### src/rtl/vram_arb_pkg.sv
// Shared types and constants for the VRAM arbiter: owner tags, default widths and
// the legal memory-latency range.
package vram_arb_pkg;

  typedef enum logic [1:0] {
    TAG_NONE = 2'd0,
    TAG_VID  = 2'd1,
    TAG_CPU  = 2'd2
  } owner_tag_e;

  localparam int unsigned DEF_ADDR_W      = 15;
  localparam int unsigned DEF_DATA_W      = 8;
  localparam int unsigned MEM_LATENCY_MIN = 1;
  localparam int unsigned MEM_LATENCY_MAX = 3;
  localparam int unsigned STARVE_CNT_W    = 8;

  // Out-of-range latencies are pulled into the supported window.
  function automatic int unsigned clamp_latency(input int unsigned lat);
    if (lat < MEM_LATENCY_MIN) return MEM_LATENCY_MIN;
    if (lat > MEM_LATENCY_MAX) return MEM_LATENCY_MAX;
    return lat;
  endfunction

endpackage

### src/rtl/mod_vram_arb_tagpipe.sv
// Owner-tag shift register: one tag enters per cycle and leaves DEPTH cycles later.
// Asynchronous clear drops every tag in flight.
module mod_vram_arb_tagpipe
  import vram_arb_pkg::*;
#(
  parameter int unsigned DEPTH = 2
) (
  input  logic       in_clk,
  input  logic       in_rst_n,
  input  owner_tag_e in_tag,
  output owner_tag_e out_tag
);

  owner_tag_e stage_q [DEPTH];

  always_ff @(posedge in_clk or negedge in_rst_n) begin
    if (!in_rst_n) begin
      for (int i = 0; i < DEPTH; i++) begin
        stage_q[i] <= TAG_NONE;
      end
    end else begin
      stage_q[0] <= in_tag;
      for (int i = 1; i < DEPTH; i++) begin
        stage_q[i] <= stage_q[i-1];
      end
    end
  end

  assign out_tag = stage_q[DEPTH-1];

endmodule

### src/rtl/mod_vram_arbiter.sv
// Single-port VRAM arbiter between video scanout and a CPU port, with read-data routing.
// Optional CPU starvation guard enabled by defining VRAM_ARB_STARVE_GUARD_EN.
module mod_vram_arbiter
  import vram_arb_pkg::*;
#(
  parameter int unsigned ADDR_W       = DEF_ADDR_W,
  parameter int unsigned DATA_W       = DEF_DATA_W,
  parameter int unsigned MEM_LATENCY  = 1,
  parameter int unsigned STARVE_LIMIT = 7
) (
  input  logic              in_clk,
  input  logic              in_rst_n,
  input  logic              in_vid_active,
  input  logic              in_vid_req,
  input  logic [ADDR_W-1:0] in_vid_addr,
  output logic              out_vid_gnt,
  output logic              out_vid_rvalid,
  output logic [DATA_W-1:0] out_vid_rdata,
  input  logic              in_cpu_req,
  input  logic              in_cpu_we,
  input  logic [ADDR_W-1:0] in_cpu_addr,
  input  logic [DATA_W-1:0] in_cpu_wdata,
  output logic              out_cpu_gnt,
  output logic              out_cpu_rvalid,
  output logic [DATA_W-1:0] out_cpu_rdata,
  output logic              out_mem_en,
  output logic              out_mem_we,
  output logic [ADDR_W-1:0] out_mem_addr,
  output logic [DATA_W-1:0] out_mem_wdata,
  input  logic [DATA_W-1:0] in_mem_rdata
);

  // One stage for the command register plus one per memory latency cycle.
  localparam int unsigned PipeDepth = clamp_latency(MEM_LATENCY) + 1;
  localparam logic [STARVE_CNT_W-1:0] StarveMax = STARVE_CNT_W'(STARVE_LIMIT);

  logic       vid_gnt;
  logic       cpu_gnt;
  logic       starve;
  owner_tag_e push_tag;
  owner_tag_e exit_tag;

  logic              mem_en_q;
  logic              mem_we_q;
  logic [ADDR_W-1:0] mem_addr_q;
  logic [DATA_W-1:0] mem_wdata_q;
  logic              vid_rvalid_q;
  logic              cpu_rvalid_q;
  logic [DATA_W-1:0] vid_rdata_q;
  logic [DATA_W-1:0] cpu_rdata_q;

  // Grant selection: a starving CPU wins outright; otherwise active display favours
  // video and blanking favours the CPU.
  always_comb begin
    vid_gnt = 1'b0;
    cpu_gnt = 1'b0;
    if (starve && in_cpu_req) begin
      cpu_gnt = 1'b1;
    end else if (in_vid_active) begin
      if (in_vid_req) begin
        vid_gnt = 1'b1;
      end else if (in_cpu_req) begin
        cpu_gnt = 1'b1;
      end
    end else begin
      if (in_cpu_req) begin
        cpu_gnt = 1'b1;
      end else if (in_vid_req) begin
        vid_gnt = 1'b1;
      end
    end
  end

  assign out_vid_gnt = vid_gnt;
  assign out_cpu_gnt = cpu_gnt;

`ifdef VRAM_ARB_STARVE_GUARD_EN
  logic [STARVE_CNT_W-1:0] starve_cnt_q;

  always_ff @(posedge in_clk or negedge in_rst_n) begin
    if (!in_rst_n) begin
      starve_cnt_q <= '0;
    end else if (!in_cpu_req || cpu_gnt) begin
      starve_cnt_q <= '0;
    end else if (starve_cnt_q != StarveMax) begin
      starve_cnt_q <= starve_cnt_q + 1'b1;
    end
  end

  assign starve = (starve_cnt_q == StarveMax);
`else
  // Guard compiled out: constant 0 for every legal STARVE_LIMIT.
  assign starve = (StarveMax == '0);
`endif

  always_ff @(posedge in_clk or negedge in_rst_n) begin
    if (!in_rst_n) begin
      mem_en_q    <= 1'b0;
      mem_we_q    <= 1'b0;
      mem_addr_q  <= '0;
      mem_wdata_q <= '0;
    end else begin
      mem_en_q <= vid_gnt | cpu_gnt;
      mem_we_q <= cpu_gnt & in_cpu_we;
      if (vid_gnt) begin
        mem_addr_q <= in_vid_addr;
      end else if (cpu_gnt) begin
        mem_addr_q  <= in_cpu_addr;
        mem_wdata_q <= in_cpu_wdata;
      end
    end
  end

  assign out_mem_en    = mem_en_q;
  assign out_mem_we    = mem_we_q;
  assign out_mem_addr  = mem_addr_q;
  assign out_mem_wdata = mem_wdata_q;

  always_comb begin
    push_tag = TAG_NONE;
    if (vid_gnt) begin
      push_tag = TAG_VID;
    end else if (cpu_gnt && !in_cpu_we) begin
      push_tag = TAG_CPU;
    end
  end

  mod_vram_arb_tagpipe #(
    .DEPTH(PipeDepth)
  ) u_tagpipe (
    .in_clk  (in_clk),
    .in_rst_n(in_rst_n),
    .in_tag  (push_tag),
    .out_tag (exit_tag)
  );

  always_ff @(posedge in_clk or negedge in_rst_n) begin
    if (!in_rst_n) begin
      vid_rvalid_q <= 1'b0;
      cpu_rvalid_q <= 1'b0;
      vid_rdata_q  <= '0;
      cpu_rdata_q  <= '0;
    end else begin
      vid_rvalid_q <= (exit_tag == TAG_VID);
      cpu_rvalid_q <= (exit_tag == TAG_CPU);
      if (exit_tag == TAG_VID) begin
        vid_rdata_q <= in_mem_rdata;
      end
      if (exit_tag == TAG_CPU) begin
        cpu_rdata_q <= in_mem_rdata;
      end
    end
  end

  assign out_vid_rvalid = vid_rvalid_q;
  assign out_vid_rdata  = vid_rdata_q;
  assign out_cpu_rvalid = cpu_rvalid_q;
  assign out_cpu_rdata  = cpu_rdata_q;

endmodule

### config.mk
export PLATFORM = sky130hd
export DESIGN_NAME = mod_vram_arbiter
export DESIGN_NICKNAME = d
export VERILOG_FILES = /design/src/rtl/vram_arb_pkg.sv /design/src/rtl/mod_vram_arb_tagpipe.sv /design/src/rtl/mod_vram_arbiter.sv
export SDC_FILE = /design/constraint.sdc
export NUM_CORES = 1
export LEC_CHECK = 0
export BUFFER_PORTS_ARGS = -buffer_cell sky130_fd_sc_hd__buf_2
export CAP_MARGIN = 20
export CORE_MARGIN = 2
export CORE_UTILIZATION = 48
export DETAILED_ROUTE_END_ITERATION = 12
export PLACE_DENSITY_LB_ADDON = 0.25
export SYNTH_ARGS = -nofsm -noshare
export SYNTH_HDL_FRONTEND = slang
export SYNTH_SLANG_ARGS = --single-unit
### constraint.sdc
create_clock -name in_clk -period 3.3 [get_ports in_clk]
set_clock_uncertainty 0.2 [all_clocks]
set_input_delay 0 -clock in_clk [delete_from_list [all_inputs] [get_ports in_clk]]
set_output_delay 0 -clock in_clk [all_outputs]
set_load 0.02 [all_outputs]
After elaboration in Yosys (flattened, before gate mapping)
Cells that the tools add are included.

word-level totals
  register bits after elaboration = 47
  input bits = 52
  output and inout bits = 45

cells by class
  equal/unequal tests = 2
  multiplexer cells = 10
  bitwise logic cells = 3
  reduce and logical (&&, ||, !) cells = 4

operators with widths
  operator            number
  $mux 15             2
  $mux 1              6
  $mux 2              2
  $eq 2x1->1 const B  1
  $eq 2x2->1 const B  1
  $reduce_and 2->1    1
  $reduce_bool 2->1   1
  $and 1x1->1         1
  $logic_and 1x1->1   1
  $logic_not 1->1     1
  $not 1->1           1
  $or 1x1->1          1

Logic depth before layout (Yosys ltp)
Gate-level depths: netlist (run 1).

  word-level depth = 6
  mapped depth = 4
  mapped depth without buffers = 4

Hierarchy
Synthesis (run 1) repeated with hierarchy kept, for this count alone.

second synthesis, totals
  cell total of the unflattened synthesis = 127
  area, all modules = 1909.3 um^2

modules (own cells, without submodules)
  module                times used  cells an instance  area each (um^2)  seq. area each (um^2)
  mod_vram_arbiter      1           121                1794.2            1076.0
  mod_vram_arb_tagpipe  1           6                  115.1             100.1

Least setup slack after synthesis (run 1)
OpenSTA, ideal clock, no wires.

  path kind = register to register
  from = reg u_tagpipe.stage_q (netlist bit u_tagpipe.out_tag[1])
  to = reg vid_rdata_q[0] (netlist: out_vid_rdata[0])
  data arrival time = 0.969 ns
  setup slack = 2.006 ns
  stages on the path, launching flop included = 4
  buffers on the path = 1
  period minus slack after synthesis = 1.294 ns
  cells stage by stage = dfrtp_1 > nor2b_1 > buf_2 > mux2_2

on the way
  cells in the longest elaborated chain, start to end = 1

ends and longest elaborated chain
  item                             RTL line                    source
  start, declared                  mod_vram_arb_tagpipe.sv:14  owner_tag_e stage_q [DEPTH];
  start signal, assigned by index  mod_vram_arb_tagpipe.sv:24  stage_q[i] <= stage_q[i-1];
  $eq 2x1->1                       mod_vram_arbiter.sv:146     if (exit_tag == TAG_VID) begin
  end signal, assigned             mod_vram_arbiter.sv:147     vid_rdata_q <= in_mem_rdata;
  end, declared                    mod_vram_arbiter.sv:49      logic [DATA_W-1:0] vid_rdata_q;

Every way passes these cells.
A chain may end at the register's enable or synchronous reset.

Worst setup path in the final report (run 1)
  from = in in_vid_req
  to = reg mem_addr_q[8] (netlist: out_mem_addr[8])

on the way
  cells in the longest elaborated chain, start to end = 4
  elaborated cells on any way between the ends = 7
  classes of those cells = mux: 6; reduce/logical: 1

ends and longest elaborated chain
  item                                                 RTL line                                        source
  start, declared                                      mod_vram_arbiter.sv:14                          input logic in_vid_req,
  $mux 1                                               mod_vram_arbiter.sv:60, mod_vram_arbiter.sv:68
  $mux 1                                               mod_vram_arbiter.sv:66                          if (in_cpu_req) begin
  $mux 1                                               mod_vram_arbiter.sv:59                          end else if (in_vid_active) begin
  $mux 15 / $reduce_bool 2->1 (equally long branches)  n/a
  end signal, assigned                                 mod_vram_arbiter.sv:106                         mem_addr_q <= in_vid_addr;
  end signal, assigned                                 mod_vram_arbiter.sv:108                         mem_addr_q <= in_cpu_addr;
  end, declared                                        mod_vram_arbiter.sv:45                          logic [ADDR_W-1:0] mem_addr_q;

Parallel ways exist; a longest one is shown, timed or not.

==> impl_metrics.py, run 1 <==
metrics = {
    "floorplan": {
        "die-area_mm2": 0.00447,
        "core_area_mm2": 0.00374,
        "row_count": 22,
        "die_w_um": 66.9,
        "start_util": 0.507,
        "ioPinCount": 97,
        "die_h_um": 66.9,
    },
    "global_routing": {
        "grt_util_all_layers": 0.249,
        "grt_max_degree": 48,
        "antenna_found_initial": 0,
        "grt_pass1_wl_um": 8300,
        "gr-total-overflow": 0,
        "grt_pass1_vias": 1785,
    },
    "sta": {
        "rsz0062_at_grt": "false",
        "setup_violations": 0,
        "period_needed_ns": 2.03,
        "hold_ws_ns": 0.0371,
        "max_freq_ghz": 0.493,
        "finalSetupTns_ns": 0,
        "final-hold-violation-count": 0,
        "tightest_slew_ns": 0.737,
        "maxSlewViolCount": 0,
        "max_slew_margin": 0.508,
        "post-route-period-util": 0.614,
    },
    "synthesis": {
        "syn_area_mm2": 0.00190,
        "ys_ff_latch": 47,
        "ys.flop_type": "dfrtp_1",
        "syn-num-nets": 176,
        "synth.avg_cell_area_um2": 15.3,
        "synthArstFlopShare": 1.00,
        "yosysWarnings": 0,
        "yosysSeqAreaShare": 0.620,
        "netlist_instances": 124,
        "synth.distinct_cells": 22,
        "synth_edf_count": 0,
    },
    "power_and_ir_drop": {
        "power_density_mw_per_mm2": 498,
        "leakage_nw": 1.47,
        "max-vdd-ir-drop_v": 0.000340,
    },
    "placement": {
        "place_area_mm2": 0.00239,
        "gp_congestion": 0.822,
        "io_buffer_count": 96,
        "dp_hpwl_um": 3140,
    },
    "drt": {
        "via_count": 1645,
        "dr.pass1.iters": 5,
        "routed_wl_um": 5060,
        "drt-initial-drc-count": 59,
        "ant_nets": 0,
        "route.detailed.drc": 0,
        "vias_per_cell": 5.09,
        "avgRoutedWirePerCell_um": 15.7,
    },
    "clocking": {
        "clk_pin_slew_ns": 0.08,
        "clk_latency_ns": 0.29,
        "htree_levels": 2,
        "clock-sinks": 47,
        "cts_tree": "done",
        "cts_max_path_buffers": 2,
        "numCtsBuffers": 5,
        "root_buffer": "clkbuf_8",
        "cts_setup_buffers": 0,
    },
    "worst_hold_path": {
        "hold_path_class": "in2reg",
        "hold_depth": 2,
        "hold_end": "out_mem_en",
        "min-delay-start": "in_cpu_req",
    },
    "critical_path": {
        "worstPathMaxFanout": 18,
        "crit_chain": "dlygate4sd3_1 > buf_2 > nand2_2 > o221a_2 > dlygate4sd3_1",
        "crit_type": "in2reg",
        "cpMostUsedCell": "dlygate4sd3_1",
        "cp_slowest_cell": "dlygate4sd3_1",
        "r2r_end": "out_mem_addr[14]",
        "worst_setup_path_end_kind": "flop",
        "critical_path_arrival_ns": 2.00,
        "cp-start-kind": "input pin",
        "rrSetupSlack_ns": 1.51,
        "ff2ff_path_depth": 4,
        "critical-path-max-stage-delay_ns": 0.56,
        "timing.rr.start": "out_mem_addr[14]",
        "crit_required_ns": 3.27,
    },
    "layout": {
        "drive_gt1_frac": 0.491,
        "final_area_mm2": 0.00306,
        "final_common_cell": "buf_2",
        "fin_nets": 326,
        "insertedDiodeCount": 0,
        "final_cell_mix": "96 x buf_2, 53 x dlygate4sd3_1, 47 x dfrtp_1, 13 x mux2_2",
        "syn2layout_area_growth_pct": 61.1,
    },
    "run": {
        "drv_cap": 0,
    },
    "run_status": {
        "status": "finished clean",
    },
}
[through the flow]
step / worst slack, ns / utilization / cells / power (W)
floorplan: 2.01 / - / 124 / 0.000901
global placement: 1.68 / 0.638 / 261 / 0.00103
detailed placement: 1.61 / 0.638 / 261 / 0.00104
CTS: 1.32 / 0.809 / 321 / 0.00153
global route: 1.20 / 0.817 / 323 / 0.00160
finish: 1.27 / 0.817 / 323 / 0.00152
[worst max-delay path: cells and delay by family]
kind / cells / cell delay (ns)
AO/OA/AOI/OAI: 1 / 0.33
buffers and inverters: 3 / 1.39
AND/OR/NAND/NOR: 1 / 0.28
[cell families after synthesis]
family | share of synthesized area
flops | 0.620
compound gates | 0.107
buf+inv | 0.0330
mux | 0.158
simple gates | 0.0817
[where the power goes]
group / total (W) / switching, W / internal (W)
registers: 0.000689 / 0.0000379 / 0.000651
clock network: 0.000423 / 0.000178 / 0.000245
logic: 0.000411 / 0.000208 / 0.000203
total: 0.00152 / 0.000424 / 0.00110
[synth_stat cells (all sizes together), types with 2 or more instances]
cell type | count | area share
nor2b | 5 | 0.016
nand2 | 3 | 0.013
dfrtp | 47 | 0.62
nand2b | 2 | 0.0079
mux2 | 24 | 0.16
o221a | 15 | 0.089
buf | 6 | 0.024
inv | 3 | 0.0073
a211o | 4 | 0.018
or3 | 11 | 0.036
[metal layers]
| layer | wire (um) | GRT usage | vias up |
|---|---|---|---|
| met5 | 0 | 0 | - |
| li1 | - | - | 758 |
| met4 | 176 | 0.117 | 0 |
| met2 | 2620 | 0.448 | 87 |
| met3 | 348 | 0.0541 | 17 |
| met1 | 1920 | 0.279 | 783 |
[layout make-up]
class / instances / area [um^2]
fill: 234 / 686
timing repair buffer: 150 / 1030
sequential: 47 / 1180
clock buffer: 6 / 82.6
clock inverter: 2 / 35.0
multi-input combinational: 67 / 659
tap: 48 / 60.1
inverter: 3 / 13.8
[registers in the layout, summed over array words and instances, names as in the netlist]
signal,count
u_tagpipe.stage_q,2
out_cpu_rvalid,1
u_tagpipe.out_tag,2
out_mem_we,1
out_cpu_rdata,8
out_mem_en,1
out_mem_wdata,8
out_vid_rdata,8
out_vid_rvalid,1
out_mem_addr,15
[what timing repair did]
action	in CTS	in global routing
hold endpoints to repair	89	8
gates resized for setup	0	0
endpoints found under the setup margin	0	0
hold buffers	52	1
[worst max-delay path by stage]
stage	from	end	slack (ns)	cells past startpoint
floorplan	u_tagpipe.out_tag[1]	out_vid_rdata[0]	2.01	3
global placement	u_tagpipe.out_tag[1]	out_vid_rdata[4]	1.68	2
detailed placement	u_tagpipe.out_tag[1]	out_vid_rdata[4]	1.61	2
CTS	in_vid_req	out_mem_addr[9]	1.32	5
global route	in_vid_req	out_mem_addr[8]	1.20	5
finish	in_vid_req	out_mem_addr[8]	1.27	5
No activity file was read; power rests on OpenSTA's default activity.
==> inputs of run 2 (changes only) <==
--- a/config.mk
+++ b/config.mk
@@ -5,10 +5,11 @@
 export SDC_FILE = /design/constraint.sdc
 export NUM_CORES = 1
 export LEC_CHECK = 0
+export ABC_AREA = 1
 export BUFFER_PORTS_ARGS = -buffer_cell sky130_fd_sc_hd__buf_2
 export CAP_MARGIN = 20
 export CORE_MARGIN = 2
-export CORE_UTILIZATION = 48
+export CORE_UTILIZATION = 46
 export DETAILED_ROUTE_END_ITERATION = 12
 export PLACE_DENSITY_LB_ADDON = 0.25
 export SYNTH_ARGS = -nofsm -noshare
==> constraint.sdc (replaced) <==
create_clock -name in_clk -period 1.9 [get_ports in_clk]
set_clock_uncertainty 0.2 [all_clocks]
set_input_delay 0 -clock in_clk [delete_from_list [all_inputs] [get_ports in_clk]]
set_output_delay 0 -clock in_clk [all_outputs]
set_load 0.02 [all_outputs]
==> impl_metrics.py, run 2 <==
metrics = {
    "synthesis": {
        "synthTopCellsByCount": "79 x nand2_1, 47 x dfrtp_1, 30 x inv_1",
        "synth_edf_count": 0,
        "syn_area_mm2": 0.00210,
        "synthArstFlopShare": 1.00,
        "synth_top_area_frac": 0.560,
        "synth.distinct_cells": 15,
        "yosysWarnings": 0,
        "ys.flop_type": "dfrtp_1",
        "yosysTopAreaCell": "dfrtp_1",
        "synth.area.top_cells": "dfrtp_1 56%, nand2_1 14%, inv_1 5.4%",
        "yosysSeqAreaShare": 0.560,
        "syn-num-nets": 281,
        "netlist_instances": 229,
        "synth.avg_cell_area_um2": 9.17,
        "synth_most_common_cell": "nand2_1",
        "ys_ff_latch": 47,
    },
    "drt": {
        "top_layer_used": "met4",
        "wl_met2_um": 2810,
        "wl_met1_um": 2150,
        "via_count": 2037,
        "wl_met3_um": 317,
        "avgRoutedWirePerCell_um": 12.3,
        "route.detailed.drc": 0,
        "ant_nets": 0,
        "routed_wl_um": 5390,
        "vias_per_cell": 4.64,
        "dr.pass1.iters": 4,
        "drt-initial-drc-count": 66,
    },
    "critical_path": {
        "cp_top_family": "buffers and inverters",
        "worst_setup_path_end_kind": "flop",
        "timing.rr.start": "out_mem_addr[11]",
        "critical_path_arrival_ns": 1.66,
        "rrSetupSlack_ns": 0.51,
        "crit_chain": "dlygate4sd3_1 > buf_2 > inv_2 > nand2_8 > nand2_8 > nand2_2 > nand3_2 > dlygate4sd3_1",
        "critical-path-max-stage-delay_ns": 0.55,
        "crit_type": "in2reg",
        "cp_slowest_cell": "dlygate4sd3_1",
        "crit_required_ns": 1.87,
        "worstPathMaxFanout": 16,
        "cp.depth": 8,
        "critPathBufInv": 4,
        "r2r_end": "out_mem_addr[11]",
        "ff2ff_path_depth": 3,
        "cp-start-kind": "input pin",
    },
    "run": {
        "drv_cap": 0,
    },
    "clocking": {
        "cts_setup_buffers": 0,
        "cts.repair.resized": 0,
        "htree_levels": 2,
        "cts_max_path_buffers": 2,
        "root_buffer": "clkbuf_8",
        "numCtsBuffers": 5,
        "postCtsHoldBufs": 61,
        "clk_latency_ns": 0.29,
        "clk_pin_slew_ns": 0.09,
        "cts_tree": "done",
        "clock-sinks": 47,
    },
    "sta": {
        "post-route-period-util": 0.888,
        "max_slew_margin": 0.610,
        "maxSlewViolCount": 0,
        "tightest_slew_ns": 0.585,
        "finalSetupTns_ns": 0,
        "rsz0062_at_grt": "false",
        "setup_violations": 0,
        "period_needed_ns": 1.69,
        "final-hold-violation-count": 0,
        "max_freq_ghz": 0.593,
    },
    "floorplan": {
        "start_util": 0.479,
        "die-area_mm2": 0.00512,
        "die_h_um": 71.6,
        "die_w_um": 71.6,
        "ioPinCount": 97,
        "core_area_mm2": 0.00438,
        "row_count": 24,
    },
    "layout": {
        "insertedDiodeCount": 0,
        "final_area_mm2": 0.00328,
        "final_cell_mix": "96 x buf_2, 79 x nand2_1, 61 x dlygate4sd3_1, 47 x dfrtp_1, 30 x inv_1",
        "drive_gt1_frac": 0.339,
        "final_common_cell": "buf_2",
        "largest_register_ffs": 15,
        "fin_nets": 438,
        "syn2layout_area_growth_pct": 56.0,
    },
    "run_status": {
        "status": "finished clean",
    },
    "worst_hold_path": {
        "hold_depth": 3,
        "hold_end": "u_tagpipe.stage_q[3]",
        "hold_path_class": "in2reg",
        "min-delay-start": "in_cpu_req",
    },
    "power_and_ir_drop": {
        "power_density_mw_per_mm2": 759,
        "leakage_nw": 1.85,
        "max-vdd-ir-drop_v": 0.000493,
    },
    "global_routing": {
        "grt_max_degree": 48,
        "grt_pass1_wl_um": 9000,
        "gr-total-overflow": 0,
        "antenna_found_initial": 0,
        "grt_pass1_vias": 2088,
        "grt_util_all_layers": 0.222,
    },
    "placement": {
        "io_buffer_count": 96,
        "gp_congestion": 0.808,
        "dp_hpwl_um": 3070,
        "place_area_mm2": 0.00257,
    },
}
## run 2: changes by cell type in the layout (fill, tap and decap cells not counted), sizes merged, moves of 8 or more
cell         delta
inv            +29
nand2          +88
o21ai          +16
mux2           -24
o221a          -15
nand3          +30
dlygate4sd3     +8
or3            -11
## run 2: metrics by stage
stage          worst slack [ns]  hold slack [ns]  std cells   util  total power [W]
2_1_floorplan             0.764           -0.496        229      -          0.00155
3_3_place_gp              0.652          -0.0747        370  0.585          0.00175
3_5_place_dp              0.636          -0.0751        370  0.585          0.00176
4_1_cts                   0.240           0.0630        439  0.747          0.00249
5_1_grt                   0.165            0.111        439  0.747          0.00261
6_report                  0.213           0.0681        439  0.747          0.00249
## run 2: power by group
| group | internal [W] | switching (W) | total, W |
|---|---|---|---|
| logic | 0.000285 | 0.000386 | 0.000671 |
| clock network | 0.000297 | 0.000334 | 0.000631 |
| registers | 0.00112 | 0.0000616 | 0.00118 |
| total | 0.00170 | 0.000782 | 0.00249 |
## run 2: worst max-delay path by stage
stage	slack, ns	start	end
2_1_floorplan	0.76	u_tagpipe.out_tag[0]	out_cpu_rdata[6]
3_3_place_gp	0.65	u_tagpipe.out_tag[0]	out_cpu_rdata[6]
3_5_place_dp	0.64	u_tagpipe.out_tag[0]	out_cpu_rdata[2]
4_1_cts	0.24	in_vid_active	out_mem_addr[10]
5_1_grt	0.17	in_vid_active	out_mem_addr[10]
6_report	0.21	in_vid_active	out_mem_addr[10]
## run 2: area by class of cell
type / count / area (um^2)
multi-input combinational: 140 / 702
clock inverter: 2 / 16.3
fill: 337 / 1110
timing repair buffer: 160 / 1110
sequential: 47 / 1180
clock buffer: 6 / 82.6
inverter: 32 / 120
tap: 52 / 65.1
## run 2: logic make-up after synthesis
family	Yosys count	share of synthesized area
AND/OR/NAND/NOR	124	0.296
flip-flops	47	0.560
buffers and inverters	42	0.105
AO/OA/AOI/OAI	16	0.0381
## run 2: metal layers
layer	up-vias	track usage
met5	-	0
met4	0	0.0776
met3	11	0.0394
met2	79	0.405
met1	937	0.260
li1	1010	-
## run 2: worst reg2reg max path, cell delays in order, from the launching register on
cell and delay [ns]:
dfrtp_1 0.39, nand2_1 0.08, nand3_2 0.07, dlygate4sd3_1 0.55
